**config.mk**
```make
export PLATFORM = sky130hd
export DESIGN_NAME = aes_dec_ctrl
export DESIGN_NICKNAME = d
export VERILOG_FILES = /design/src/rtl/aes_dec_pkg.sv /design/src/rtl/aes_dec_perf_cnt.sv /design/src/rtl/aes_dec_ctrl.sv
export SDC_FILE = /design/constraint.sdc
export NUM_CORES = 1
export LEC_CHECK = 0
export BUFFER_PORTS_ARGS = -buffer_cell sky130_fd_sc_hd__buf_4
export CORE_AREA = 2 2 329 331
export CTS_CLUSTER_DIAMETER = 50
export DETAILED_ROUTE_END_ITERATION = 8
export DIE_AREA = 0 0 331 333
export PLACE_DENSITY = 0.4
export SYNTH_ARGS = -nofsm -noshare
export SYNTH_HDL_FRONTEND = slang
export SYNTH_SLANG_ARGS = --single-unit
```
**constraint.sdc**
```tcl
create_clock -name clk -period 1.8 [get_ports clk]
set_input_delay 0.18 -clock clk [delete_from_list [all_inputs] [get_ports clk]]
set_output_delay 0.18 -clock clk [all_outputs]
set_load 0.1 [all_outputs]
```
**src/rtl/aes_dec_pkg.sv**
```systemverilog
// aes_dec_pkg: shared constants and FSM encoding for the AES decryption round sequencer.
// Latency: n/a (declarations only).
// Backpressure: n/a.
//
// Contents:
//   NUM_ROUNDS_DEF - default AES round count (AES-128)
//   RK_IDX_W       - width of the round-key store index
//   state_t        - sequencer FSM state encoding
package aes_dec_pkg;

  localparam int NUM_ROUNDS_DEF = 10;
  localparam int RK_IDX_W       = 4;

  // IDLE: waiting for ciphertext.
  // P1/P2/P3: the three phases of one inverse round on the external round datapath.
  // DONE: plaintext presented on the output handshake.
  typedef enum logic [2:0] {
    ST_IDLE = 3'd0,
    ST_P1   = 3'd1,
    ST_P2   = 3'd2,
    ST_P3   = 3'd3,
    ST_DONE = 3'd4
  } state_t;

endpackage

```
**src/rtl/aes_dec_perf_cnt.sv**
```systemverilog
// aes_dec_perf_cnt: block-completion and busy-cycle performance counters.
// Latency: counters update one edge after the qualifying cycle.
// Backpressure: none; counts only, both counters wrap modulo 2^32.
//
// Ports:
//   clk, rst_n - clock and asynchronous active-low reset
//   sys_en     - global advance enable; busy cycles are counted only while high
//   busy       - controller is working on (or presenting) a block
//   out_hs     - output handshake completed this cycle (already qualified by sys_en)
//   blk_cnt    - number of output handshakes
//   cyc_cnt    - number of enabled cycles spent busy
module aes_dec_perf_cnt (
  input  logic        clk,
  input  logic        rst_n,
  input  logic        sys_en,
  input  logic        busy,
  input  logic        out_hs,
  output logic [31:0] blk_cnt,
  output logic [31:0] cyc_cnt
);

  logic [31:0] blk_cnt_q, blk_cnt_d;
  logic [31:0] cyc_cnt_q, cyc_cnt_d;

  always_comb begin
    blk_cnt_d = blk_cnt_q;
    cyc_cnt_d = cyc_cnt_q;
    if (out_hs) begin
      blk_cnt_d = blk_cnt_q + 32'd1;
    end
    if (sys_en && busy) begin
      cyc_cnt_d = cyc_cnt_q + 32'd1;
    end
  end

  always_ff @(posedge clk or negedge rst_n) begin
    if (!rst_n) begin
      blk_cnt_q <= '0;
      cyc_cnt_q <= '0;
    end else begin
      blk_cnt_q <= blk_cnt_d;
      cyc_cnt_q <= cyc_cnt_d;
    end
  end

  assign blk_cnt = blk_cnt_q;
  assign cyc_cnt = cyc_cnt_q;

endmodule

```
**src/rtl/aes_dec_ctrl.sv**
```systemverilog
// aes_dec_ctrl: sequences an external single-round AES inverse-cipher datapath over all rounds of a block.
// Latency: m_valid rises 3*NUM_ROUNDS enabled edges after the accept edge (three phases per round).
// Backpressure: one block in flight; s_ready low while busy, plaintext held in DONE until m_ready.
//
// Optional feature: define AES_DEC_CTRL_PERF_EN to build the blk_cnt/cyc_cnt counters;
// otherwise both ports are tied to zero.
//
// Ports:
//   clk, rst_n            - clock (rising edge) and asynchronous active-low reset
//   sys_en                - global advance enable; low freezes all state
//   key_valid             - round-key store fully expanded; gates new accepts only
//   s_valid/s_ready/s_data - ciphertext input handshake
//   m_valid/m_ready/m_data - plaintext output handshake
//   rk_idx / rk_data      - round-key store address and its combinational read data
//   rnd_state_in          - state fed to the round datapath (always the working state cur)
//   rnd_key               - round key fed to the round datapath (pass-through of rk_data)
//   rnd_sel_imc           - InvMixColumns select; low only for the final round
//   rnd_en                - advance enable for the round output register
//   rnd_state_out         - registered round result
//   busy                  - high from accept until the output handshake
//   blk_cnt, cyc_cnt      - performance counters
module aes_dec_ctrl
  import aes_dec_pkg::*;
#(
  parameter int NUM_ROUNDS = NUM_ROUNDS_DEF
) (
  input  logic                clk,
  input  logic                rst_n,
  input  logic                sys_en,
  input  logic                key_valid,
  input  logic                s_valid,
  output logic                s_ready,
  input  logic [127:0]        s_data,
  output logic                m_valid,
  input  logic                m_ready,
  output logic [127:0]        m_data,
  output logic [RK_IDX_W-1:0] rk_idx,
  input  logic [127:0]        rk_data,
  output logic [127:0]        rnd_state_in,
  output logic [127:0]        rnd_key,
  output logic                rnd_sel_imc,
  output logic                rnd_en,
  input  logic [127:0]        rnd_state_out,
  output logic                busy,
  output logic [31:0]         blk_cnt,
  output logic [31:0]         cyc_cnt
);

  // Index of the whitening key applied at accept, and of the first inverse round.
  localparam logic [RK_IDX_W-1:0] IDX_LAST  = RK_IDX_W'(NUM_ROUNDS);
  localparam logic [RK_IDX_W-1:0] IDX_FIRST = RK_IDX_W'(NUM_ROUNDS - 1);

  state_t              state_q, state_d;
  logic [127:0]        cur_q, cur_d;
  logic [RK_IDX_W-1:0] ri_q, ri_d;
  logic                m_valid_q, m_valid_d;
  logic [127:0]        m_data_q, m_data_d;

  logic in_hs;

  assign s_ready = (state_q == ST_IDLE) && key_valid && sys_en;
  assign in_hs   = s_valid && s_ready;

  // Next-state logic. Every update is qualified by sys_en so that a low
  // enable freezes the whole controller, including a pending output.
  always_comb begin
    state_d   = state_q;
    cur_d     = cur_q;
    ri_d      = ri_q;
    m_valid_d = m_valid_q;
    m_data_d  = m_data_q;
    if (sys_en) begin
      case (state_q)
        ST_IDLE: begin
          if (in_hs) begin
            // rk_idx points at the last key in IDLE, so this is the initial AddRoundKey.
            cur_d   = s_data ^ rk_data;
            ri_d    = IDX_FIRST;
            state_d = ST_P1;
          end
        end
        ST_P1: begin
          // Round datapath captures InvSubBytes(cur) internally this cycle.
          state_d = ST_P2;
        end
        ST_P2: begin
          // rnd_en is high here; the round output register captures at this edge.
          state_d = ST_P3;
        end
        ST_P3: begin
          cur_d = rnd_state_out;
          if (ri_q == '0) begin
            m_valid_d = 1'b1;
            m_data_d  = rnd_state_out;
            state_d   = ST_DONE;
          end else begin
            ri_d    = ri_q - RK_IDX_W'(1);
            state_d = ST_P1;
          end
        end
        ST_DONE: begin
          // s_ready is low in DONE, so no accept can coincide with this handshake.
          if (m_ready) begin
            m_valid_d = 1'b0;
            state_d   = ST_IDLE;
          end
        end
        default: begin
          state_d = ST_IDLE;
        end
      endcase
    end
  end

  always_ff @(posedge clk or negedge rst_n) begin
    if (!rst_n) begin
      state_q   <= ST_IDLE;
      cur_q     <= '0;
      ri_q      <= '0;
      m_valid_q <= 1'b0;
      m_data_q  <= '0;
    end else begin
      state_q   <= state_d;
      cur_q     <= cur_d;
      ri_q      <= ri_d;
      m_valid_q <= m_valid_d;
      m_data_q  <= m_data_d;
    end
  end

  assign rk_idx       = (state_q == ST_IDLE) ? IDX_LAST : ri_q;
  assign rnd_state_in = cur_q;
  assign rnd_key      = rk_data;
  // Final round (ri==0) skips InvMixColumns.
  assign rnd_sel_imc  = (ri_q != '0);
  // Gated by sys_en so a frozen cycle in P2 never advances the round register.
  assign rnd_en       = (state_q == ST_P2) && sys_en;
  assign busy         = (state_q != ST_IDLE);
  assign m_valid      = m_valid_q;
  assign m_data       = m_data_q;

`ifdef AES_DEC_CTRL_PERF_EN
  logic out_hs;
  assign out_hs = m_valid_q && m_ready && sys_en;

  aes_dec_perf_cnt u_perf_cnt (
    .clk     (clk),
    .rst_n   (rst_n),
    .sys_en  (sys_en),
    .busy    (busy),
    .out_hs  (out_hs),
    .blk_cnt (blk_cnt),
    .cyc_cnt (cyc_cnt)
  );
`else
  assign blk_cnt = '0;
  assign cyc_cnt = '0;
`endif

endmodule

```
==> results of run 1 <==
[path summary, 6_finish.rpt]
check / start / to / slack (ns) / cells past startpoint
max reg2reg: state_q[1] / rnd_state_in[23] / -0.21 / 7
min in group asynchronous: rst_n / m_data[5] / 0.13 / 2
min: rk_data[71] / rnd_state_in[71] / 0.09 / 4
min reg2reg: m_data[58] / m_data[58] / 0.50 / 1
max: state_q[1] / rnd_state_in[23] / -0.21 / 7
max in group asynchronous: rst_n / state_q[0] / 0.99 / 3
[cell type report]
cell class,count,area [sq um],area share (%)
antenna,1,2.502,0.009603
sequential,264,6609,25.36
timing repair buffer,1057,9150,35.11
multi-input combinational,619,6863,26.34
clock buffer,54,1242,4.768
inverter,5,28.78,0.1104
tap,1403,1755,6.737
clock inverter,34,406.6,1.561
[Yosys cell counts (2+ instances only)]
library cell and n:
nor3_1 4, a21oi_1 3, and2_1 2, ha_1 2, nand2_1 6, mux2_2 178
dfrtp_1 264, o22ai_1 2, xor2_1 128, buf_6 24, o31ai_1 2, mux2i_1 2
inv_1 5, buf_4 206, mux2_1 19, nor2b_1 2, buf_2 7, mux2_4 188
[metrics by stage]
stage | worst slack, ns | utilization (%)
after global placement | -0.09940 | 20.64
after CTS | -0.2540 | 24.14
final | -0.2094 | 24.44
after floorplan | -0.3062 | -
after detailed placement | -0.1179 | 20.64
after global routing | -0.2715 | 24.44
[cells by family (layout without fill, tap and decap cells)]
group                    count (synthesis)  count (layout)
XOR/XNOR                               128             128
flip-flops                             264             264
multiplexers                           387             387
other                                    1              65
AO/OA/AOI/OAI                           13              13
adder cells (fa/ha/maj)                  2               2
buffers and inverters                  243            1150
AND/OR/NAND/NOR                         25              25
[layer usage]
metal  track usage, %  part of all wire [%]  vias up
met5                0                 0.022        -
met4            2.779                   2.0        2
met3            2.511                   6.6       69
met2            18.51                    54      481
met1            10.07                    37     5586
li1                 -                     -     5281
[state kept, by name, indices dropped and copies added (netlist names)]
register / count
m_data: 128
rnd_state_in: 128
ri_q: 4
state_q: 3
m_valid: 1
[worst max-delay path, cell delays in order (launching register included)]
cell and delay (ns):
dfrtp_1 0.41, buf_4 0.15, buf_4 0.13, nand3b_4 0.16
buf_12 0.24, buf_12 0.19, mux2_4 0.30, mux2_2 0.27
[cells in the final DEF (no fill, tap or decap), types with 3 or more instances in the layout]
| cell type | synthesis | routed |
|---|---|---|
| buf_4 | 206 | 841 |
| dfrtp_1 | 264 | 262 |
| mux2_4 | 188 | 199 |
| mux2_2 | 178 | 172 |
| dlygate4sd3_1 | 0 | 134 |
| xor2_1 | 128 | 128 |
| conb_1 | 1 | 64 |
| clkbuf_16 | 0 | 56 |
| buf_12 | 0 | 37 |
| buf_6 | 24 | 23 |
| mux2_1 | 19 | 14 |
| inv_6 | 0 | 11 |
| clkinv_2 | 0 | 7 |
| buf_8 | 0 | 7 |
| clkinv_4 | 0 | 6 |
| buf_16 | 0 | 6 |
| nand2_1 | 6 | 5 |
| bufinv_16 | 0 | 5 |
| clkbuf_8 | 0 | 4 |
| clkbuf_1 | 1 | 3 |
[what timing repair did]
action / in CTS / in global routing
resized for setup: 80 / 32
hold buffers: 134 / 0
setup buffers: 29 / 5
setup endpoints to repair: 252 / 264
hold endpoints to repair: 521 / 0
cloned: 5 / 11
pin swaps: 6 / 3
==> flow_summary.toml, run 1 <==
[logic_synthesis]
synthSimpleGateAreaFrac_pct = 1.138
synthCells = 1063
syn_avg_cell_area_sq_um = 14.07
yosys_warnings = 0
synth_seq_area_share_pct = 44.17
synth_top_family_by_area = "multiplexers"
synth_compound_area_share_pct = 0.6358
netlist_area_sq_um = 14960
async_flop_share_pct = 100.0
ys_ff_latch = 264
yosysTopAreaCellShare_pct = 44.17
ys_types = 37
muxShareOfSynthArea_pct = 33.84
synth-xor-area-share_pct = 7.495
synth_ff_type = "dfrtp_1"
synth_fa_ha_area_share_pct = 0.1673
synth_area_leaders = "dfrtp_1 (44%), mux2_4 (19%), mux2_2 (13%), buf_4 (10%), xor2_1 (7.5%)"
synth-edff-count = 0
synth_area_leader_cell = "dfrtp_1"

[layout]
design_area_sq_um = 26060
drive_gt1_share_pct = 68.96
instances_no_fill = 3437
fin_nets = 2386
syn_to_final_growth_pct = 74.22
fillers = 11290

[sta]
hold_viol = 0
max_slew.worst_pin.slew_ns = 0.5689
worst_slack_ns = -0.2094
fin_crit_ns = 2.009
tns_ns = -28.59
fmax_ghz = 0.4977
fin_crit_sh_pct = 111.6
finalSetupViolCount = 263
rsz0062_at_grt = "true"
maxSlewHeadroom_pct = 62.07
slew_violations = 0
finalClockSkew_ns = 0.01936
fin_hold_ws_ns = 0.09214

[global_routing]
track_usage_pct = 9.624
antenna_found_initial = 3
grt_overflow_total = 0
first_global_vias = 12650
grt_max_degree = 49
grt_pass1_wl_mm = 79.49

[status]
status = "finished, violations left"
failed_checks = "negative setup slack"

[place]
io_buffers = 782
dp_hpwl_mm = 43.32
dp_cells = 3171
placed_cell_area_sq_um = 22000
globalplace.congestion = 0.7602

[clock_tree]
cts_sinks = 264
cts_buffers = 47
htree_levels = 2
clk_pin_slew_worst_paths_ns = 0.06
clockBufferDepth = 3
insertion_delay_ns = 0.60
cts_root_buffer = "clkbuf_16"
tritoncts = "done"

[floorplan]
io_pins = 847
die-area_sq_um = 110200
start_util_pct = 14.03
rows = 120
die-height_microns = 333
core-area_sq_um = 106600
fp.dieW_microns = 331

[hold_path]
min_path_type = "input pin to register"

[route]
viasPerCell = 3.322
drc = 0
dr.pass1.iters = 4
ant_nets = 0
drt_iter0_drc = 199
wl_mm = 57.87
routedWlPerCell_microns = 16.84
route.vias.total = 11420

[setup_path]
cp_data_required_time_ns = 2.28
worstSetupEndpointType = "register"
path_max_fanout = 15
crit_type = "register to register"
cp.arrival_ns = 2.49
cp-start-kind = "register"

[job]
drv_cap = 0
Power of run 1 is not shown: default switching activity piles up to over one toggle a cycle in this logic, so the estimate is an artifact.
==> run 2, diff against run 1 <==
==> constraint.sdc (replaced) <==
create_clock -name clk -period 1.8 [get_ports clk]
set_input_delay 0.09 -clock clk [delete_from_list [all_inputs] [get_ports clk]]
set_output_delay 0.09 -clock clk [all_outputs]
set_load 0.1 [all_outputs]
==> run 2 against run 1 <==
Against the previous run: critical path depth increased by 2; cell count increased by 4.7%; the flow still finishes with violations (negative setup slack); worst setup slack improved by 0.033 ns; wire length increased by 8.8%; clock skew about the same; first-iteration DRC count increased by 17%; hold slack got worse by 0.050 ns.
==> flow_summary.toml, run 2 (synthesis gave the netlist of run 1 again) <==
[status]
status = "finished, violations left"
failed_checks = "negative setup slack"

[setup_path]
path_delay_family = "buffers and inverters"
path_max_fanout = 6
r2r_slack_ns = -0.18
reg2reg_from = "ri_q[1]"
cp-start-kind = "register"
crit_chain = "inv_2 > ha_4 > nor3b_4 > buf_4 > nand3_4 > buf_12 > buf_12 > buf_16 > mux2_4"
slowest_stage = "dfrtp_1"
crit_type = "register to register"
crit_buf_inv = 5
slowest_delay_ns = 0.39
crit_top_cell = "buf_12"
rr_worst_depth = 9
reg2reg_to = "m_data[98]"
cp.arrival_ns = 2.47
cp_data_required_time_ns = 2.30
worstSetupEndpointType = "register"

[global_routing]
track_usage_pct = 10.47
grt_max_degree = 58
grt_pass1_wl_mm = 85.49
antenna_found_initial = 2
grt_overflow_total = 0
first_global_vias = 13430

[place]
io_buffers = 782
globalplace.congestion = 0.7772
dp_hpwl_mm = 43.79
placed_cell_area_sq_um = 21950
place_ws_ns = -0.1145
dp_cells = 3163

[route]
routedWlPerCell_microns = 17.50
wl_mm = 62.96
drt_iter0_drc = 233
ant_nets = 0
drc = 0
dr.pass1.iters = 4
route.vias.total = 12080
viasPerCell = 3.359

[layout]
drive_gt1_share_pct = 65.19
final_cell_mix = "buf_4 (820), mux2_4 (334), dlygate4sd3_1 (276)"
instances_no_fill = 3597
syn_to_final_growth_pct = 90.81
multiInputGateArea_sq_um = 7377
fin_nets = 2544
seq_area_sq_um = 6609
design_area_sq_um = 28540
final_common_cell = "buf_4"
fillers = 11140

[sta]
hold_viol = 0
fmax_ghz = 0.5059
tns_ns = -24.36
worst_slack_ns = -0.1766
rsz0062_at_grt = "true"
finalSetupViolCount = 230
slew_violations = 0
fin_crit_ns = 1.977
maxSlewHeadroom_pct = 58.54
finalClockSkew_ns = 0.01892
max_slew.worst_pin.slew_ns = 0.6220
fin_crit_sh_pct = 109.8

[hold_path]
min_to = "rnd_state_in[21]"
min_path_cells = 4
min_path_type = "input pin to register"
min_from = "s_data[21]"

[floorplan]
die-height_microns = 333
core-area_sq_um = 106600
start_util_pct = 14.03
die-area_sq_um = 110200
io_pins = 847
fp.dieW_microns = 331
rows = 120

[clock_tree]
tritoncts = "done"
clockBufferDepth = 3
insertion_delay_ns = 0.62
htree_levels = 2
clk_pin_slew_worst_paths_ns = 0.05
cts_sinks = 264
cts_buffers = 49
cts_root_buffer = "clkbuf_16"

[job]
drv_cap = 0
run 2: worst reg2reg max path, stage by stage, from the launching register on:
cell	delay (ns)
dfrtp_1	0.39
inv_2	0.09
ha_4	0.14
nor3b_4	0.19
buf_4	0.15
nand3_4	0.09
buf_12	0.18
buf_12	0.20
buf_16	0.15
mux2_4	0.30
run 2: stage by stage:
step,hold WS [ns],util [%]
global route,0.008145,26.77
finish,0.04263,26.77
detailed placement,0.1163,20.59
CTS,0.0001404,25.94
floorplan,-0.2056,-
global placement,0.1062,20.59
run 2: cell type report:
type | instances | area share [%]
Sequential cell | 264 | 23.16
Clock inverter | 29 | 1.293
Antenna cell | 2 | 0.01754
Tap cell | 1403 | 6.151
Timing Repair Buffer | 1213 | 38.67
Clock buffer | 62 | 4.783
Inverter | 5 | 0.08330
Multi-Input combinational cell | 619 | 25.85
run 2: worst max path at each step:
stage | slack [ns] | cells past startpoint | startpoint | endpoint
2_1_floorplan | -0.28 | 6 | ri_q[1] | ri_q[0]
3_3_place_gp | -0.11 | 8 | ri_q[0] | m_data[47]
3_5_place_dp | -0.11 | 8 | ri_q[0] | m_data[91]
6_report | -0.18 | 9 | ri_q[1] | m_data[98]
5_1_grt | -0.23 | 9 | ri_q[1] | m_data[98]
4_1_cts | -0.18 | 6 | state_q[0] | rk_idx[1]
run 2: what timing repair did:
item,in CTS,in global routing
gates resized for setup,120,171
endpoints found under the setup margin,205,270
buffers inserted,40,12
pin swaps,6,3
hold endpoints to repair,528,0
gates cloned,13,12
hold buffers,277,0
run 2: metal layers:
layer  vias to the layer above  GRT usage (%)  part of all wire (%)
met1                      5909          11.00                    38
met3                        81          2.845                   6.4
met4                         0          3.422                   2.5
met5                         -              0                     0
li1                       5589              -                     -
met2                       503          19.84                    53
Power of run 2 is left out for the same reason.
==> run 3, diff against run 2 <==
--- a/config.mk
+++ b/config.mk
@@ -5,12 +5,14 @@
 export SDC_FILE = /design/constraint.sdc
 export NUM_CORES = 1
 export LEC_CHECK = 0
+export ABC_AREA = 1
 export BUFFER_PORTS_ARGS = -buffer_cell sky130_fd_sc_hd__buf_4
-export CORE_AREA = 2 2 329 331
+export CORE_AREA = 2 2 334 336
 export CTS_CLUSTER_DIAMETER = 50
 export DETAILED_ROUTE_END_ITERATION = 8
-export DIE_AREA = 0 0 331 333
-export PLACE_DENSITY = 0.4
+export DIE_AREA = 0 0 336 338
+export MAX_ROUTING_LAYER = met4
+export PLACE_DENSITY = 0.39
 export SYNTH_ARGS = -nofsm -noshare
 export SYNTH_HDL_FRONTEND = slang
 export SYNTH_SLANG_ARGS = --single-unit
==> run 3 against run 2 <==
Against the previous run: the run still ends with negative setup slack left; first-iteration DRC count rose to 2.7 times the previous value; critical endpoint is now rnd_state_in[112]; clock skew down 0.0065 ns; synthesized cell count up 68%; sequential share of layout area up 0.48 points; maximum frequency up 9.3%; die area up 3.0%; sequential cell count unchanged; utilization down 1.4 points; clock-buffer cell count up 1; global-route usage up 1.4 points; register-to-register slack better by 0.17 ns; highest routed layer unchanged.
==> flow_summary.toml, run 3 <==
[logic_synthesis]
synth_area_leader_cell = "dfrtp_1"
yosysTopAreaCellShare_pct = 46.45
synthSimpleGateAreaFrac_pct = 26.56
synth_compound_area_share_pct = 4.751
synth-edff-count = 0
muxShareOfSynthArea_pct = 0
synth_ff_type = "dfrtp_1"
syn_avg_cell_area_sq_um = 7.967
ys_types = 25
synth_fa_ha_area_share_pct = 0.1760
yosys_warnings = 0
synth_area_leaders = "dfrtp_1 (46%), nand2_1 (21%), buf_4 (11%), xnor2_1 (7.9%), nand3_1 (4.6%)"
async_flop_share_pct = 100.0
ys_ff_latch = 264
netlist_area_sq_um = 14220
synth_commonest_cells = "nand2_1 (795), dfrtp_1 (264), buf_4 (207), nand3_1 (132), xnor2_1 (128)"
yosysMostFrequentCell = "nand2_1"
synthCells = 1785
synth_top_family_by_area = "simple AND/OR/NAND/NOR gates"
synth-xor-area-share_pct = 7.883
synth_seq_area_share_pct = 46.45

[sta]
fin_hold_ws_ns = 0.02975
finalSetupViolCount = 1
finalClockSkew_ns = 0.01241
fin_crit_ns = 1.808
max_slew.worst_pin.slew_ns = 0.6180
maxSlewHeadroom_pct = 58.80
rsz0062_at_grt = "true"
fin_crit_sh_pct = 100.5
fmax_ghz = 0.5531
hold_viol = 0
tns_ns = -0.008146
worst_slack_ns = -0.008146
slew_violations = 0

[place]
place_ws_ns = 0.02694
globalplace.congestion = 0.8119
dp_hpwl_mm = 52.62
dp_cells = 3907
io_buffers = 782

[global_routing]
busiest_layer = "met2"
grt_max_degree = 66
grt_overflow_total = 0
first_global_vias = 15580
gr-usage-met3_pct = 2.757
met2_usage_pct = 20.28
met1_usage_pct = 14.00
antenna_found_initial = 1
track_usage_pct = 11.83
grt_pass1_wl_mm = 97.90

[floorplan]
io_pins = 847
rows = 122
start_util_pct = 12.92
die-area_sq_um = 113600
die-height_microns = 338
fp.dieW_microns = 336
core-area_sq_um = 110100

[layout]
syn_to_final_growth_pct = 96.56
final_common_cell = "buf_4"
fin_util_pct = 25.40
instances_no_fill = 4426
final_cell_mix = "buf_4 (826), nand2_1 (782), dlygate4sd3_1 (376)"
antennaDiodeCount = 0
drive_gt1_share_pct = 35.30
fin_nets = 3289

[setup_path]
reg2reg_to = "rnd_state_in[112]"
cp-start-kind = "register"
reg2reg_from = "state_q[0]"
slowest_stage = "dfrtp_1"
worstSetupEndpointType = "register"
rr_worst_depth = 9
r2r_slack_ns = -0.008
crit_type = "register to register"
crit_chain = "nor2_2 > buf_4 > buf_6 > nand4_1 > nand2_4 > buf_12 > buf_16 > nand3_1 > nand2_1"
cp_data_required_time_ns = 2.33
path_max_fanout = 58
cp.arrival_ns = 2.34
slowest_delay_ns = 0.41

[clock_tree]
clockBufferDepth = 3
cts_root_buffer = "clkbuf_16"
htree_levels = 2
clk_pin_slew_worst_paths_ns = 0.05
insertion_delay_ns = 0.59
cts_sinks = 264
cts_buffers = 52
tritoncts = "done"

[status]
failed_checks = "negative setup slack"
status = "finished, violations left"

[route]
wl_mm = 75.67
route.vias.total = 15500
dr.pass1.iters = 5
routedWlPerCell_microns = 17.10
drc = 0
ant_nets = 0
drt_iter0_drc = 625
viasPerCell = 3.502

[pwr]
vdd_drop_max_v = 0.001368
p_leak_nw = 13.74
power_per_cell_area_nw_per_um2 = 2069

[hold_path]
min_path_type = "input pin to async pin"

[job]
drv_cap = 0
[run 3: changes by cell type in the layout (fill, tap and decap cells not counted), sizes merged, moves of 128 or more]
cell   change
nand2    +791
nand3    +130
o21ai    +133
mux2     -385
xnor2    +128
xor2     -128
[run 3: stage by stage]
step / cell area, sq um / power, mW
after floorplan: 14530 / 36.69
after global placement: 21240 / 45.98
after detailed placement: 21240 / 45.97
after CTS: 26930 / 57.41
after global routing: 27950 / 60.42
final: 27950 / 57.85
[run 3: worst max path at each step]
stage	start	end	slack, ns	depth (start not counted)
finish	state_q[0]	rnd_state_in[112]	-0.008	9
global route	state_q[0]	s_ready	-0.10	5
CTS	state_q[0]	rnd_en	-0.04	3
detailed placement	ri_q[0]	m_data[7]	0.03	8
global placement	ri_q[0]	m_data[7]	0.01	8
floorplan	ri_q[0]	m_data[118]	0.02	9
[run 3: cells by family (layout without fill, tap and decap cells)]
family | Yosys count | in the layout
AO/OA/AOI/OAI | 135 | 135
XOR/XNOR | 128 | 128
other | 1 | 64
buffers and inverters | 305 | 1395
adder cells (fa/ha/maj) | 2 | 2
flip-flops | 264 | 264
AND/OR/NAND/NOR | 950 | 950
[run 3: area by class of cell]
class,instances,area (sq um)
Clock buffer,63,1424
Timing Repair Buffer,1285,11610
Clock inverter,32,336.6
Sequential cell,264,6606
Multi-Input combinational cell,1279,6017
Inverter,14,81.33
Timing Repair inverter,1,11.26
Fill cell,11930,82110
Tap cell,1488,1862
[run 3: routing by layer]
metal	share of wire [%]	wire, microns
met1	43	32810
met2	50	37750
met3	5.0	3804
met4	1.7	1307
met5	0	0
[run 3: worst max-delay path, delay by kind of cell, from the launching register on]
family | cells | cell delay, ns
buf+inv | 4 | 0.54
flops | 1 | 0.41
simple gates | 5 | 0.65
[run 3: power by group]
group	switching [mW]	leakage, nW	total, mW	internal [mW]
sequential	1.58	3.33	10.2	8.59
combinational	29.0	9.56	37.8	8.80
clock	3.61	0.842	9.84	6.23
[run 3: repair_timing]
| item | in CTS | in global routing |
|---|---|---|
| endpoints found under the hold margin | 526 | 0 |
| buffers inserted | 8 | 11 |
| cloned | 0 | 29 |
| resized for setup | 25 | 68 |
| setup endpoints to repair | 8 | 229 |
| hold buffers | 376 | 0 |
| pin swaps | 4 | 5 |
Note: power is estimated with default switching activity, not from simulation.
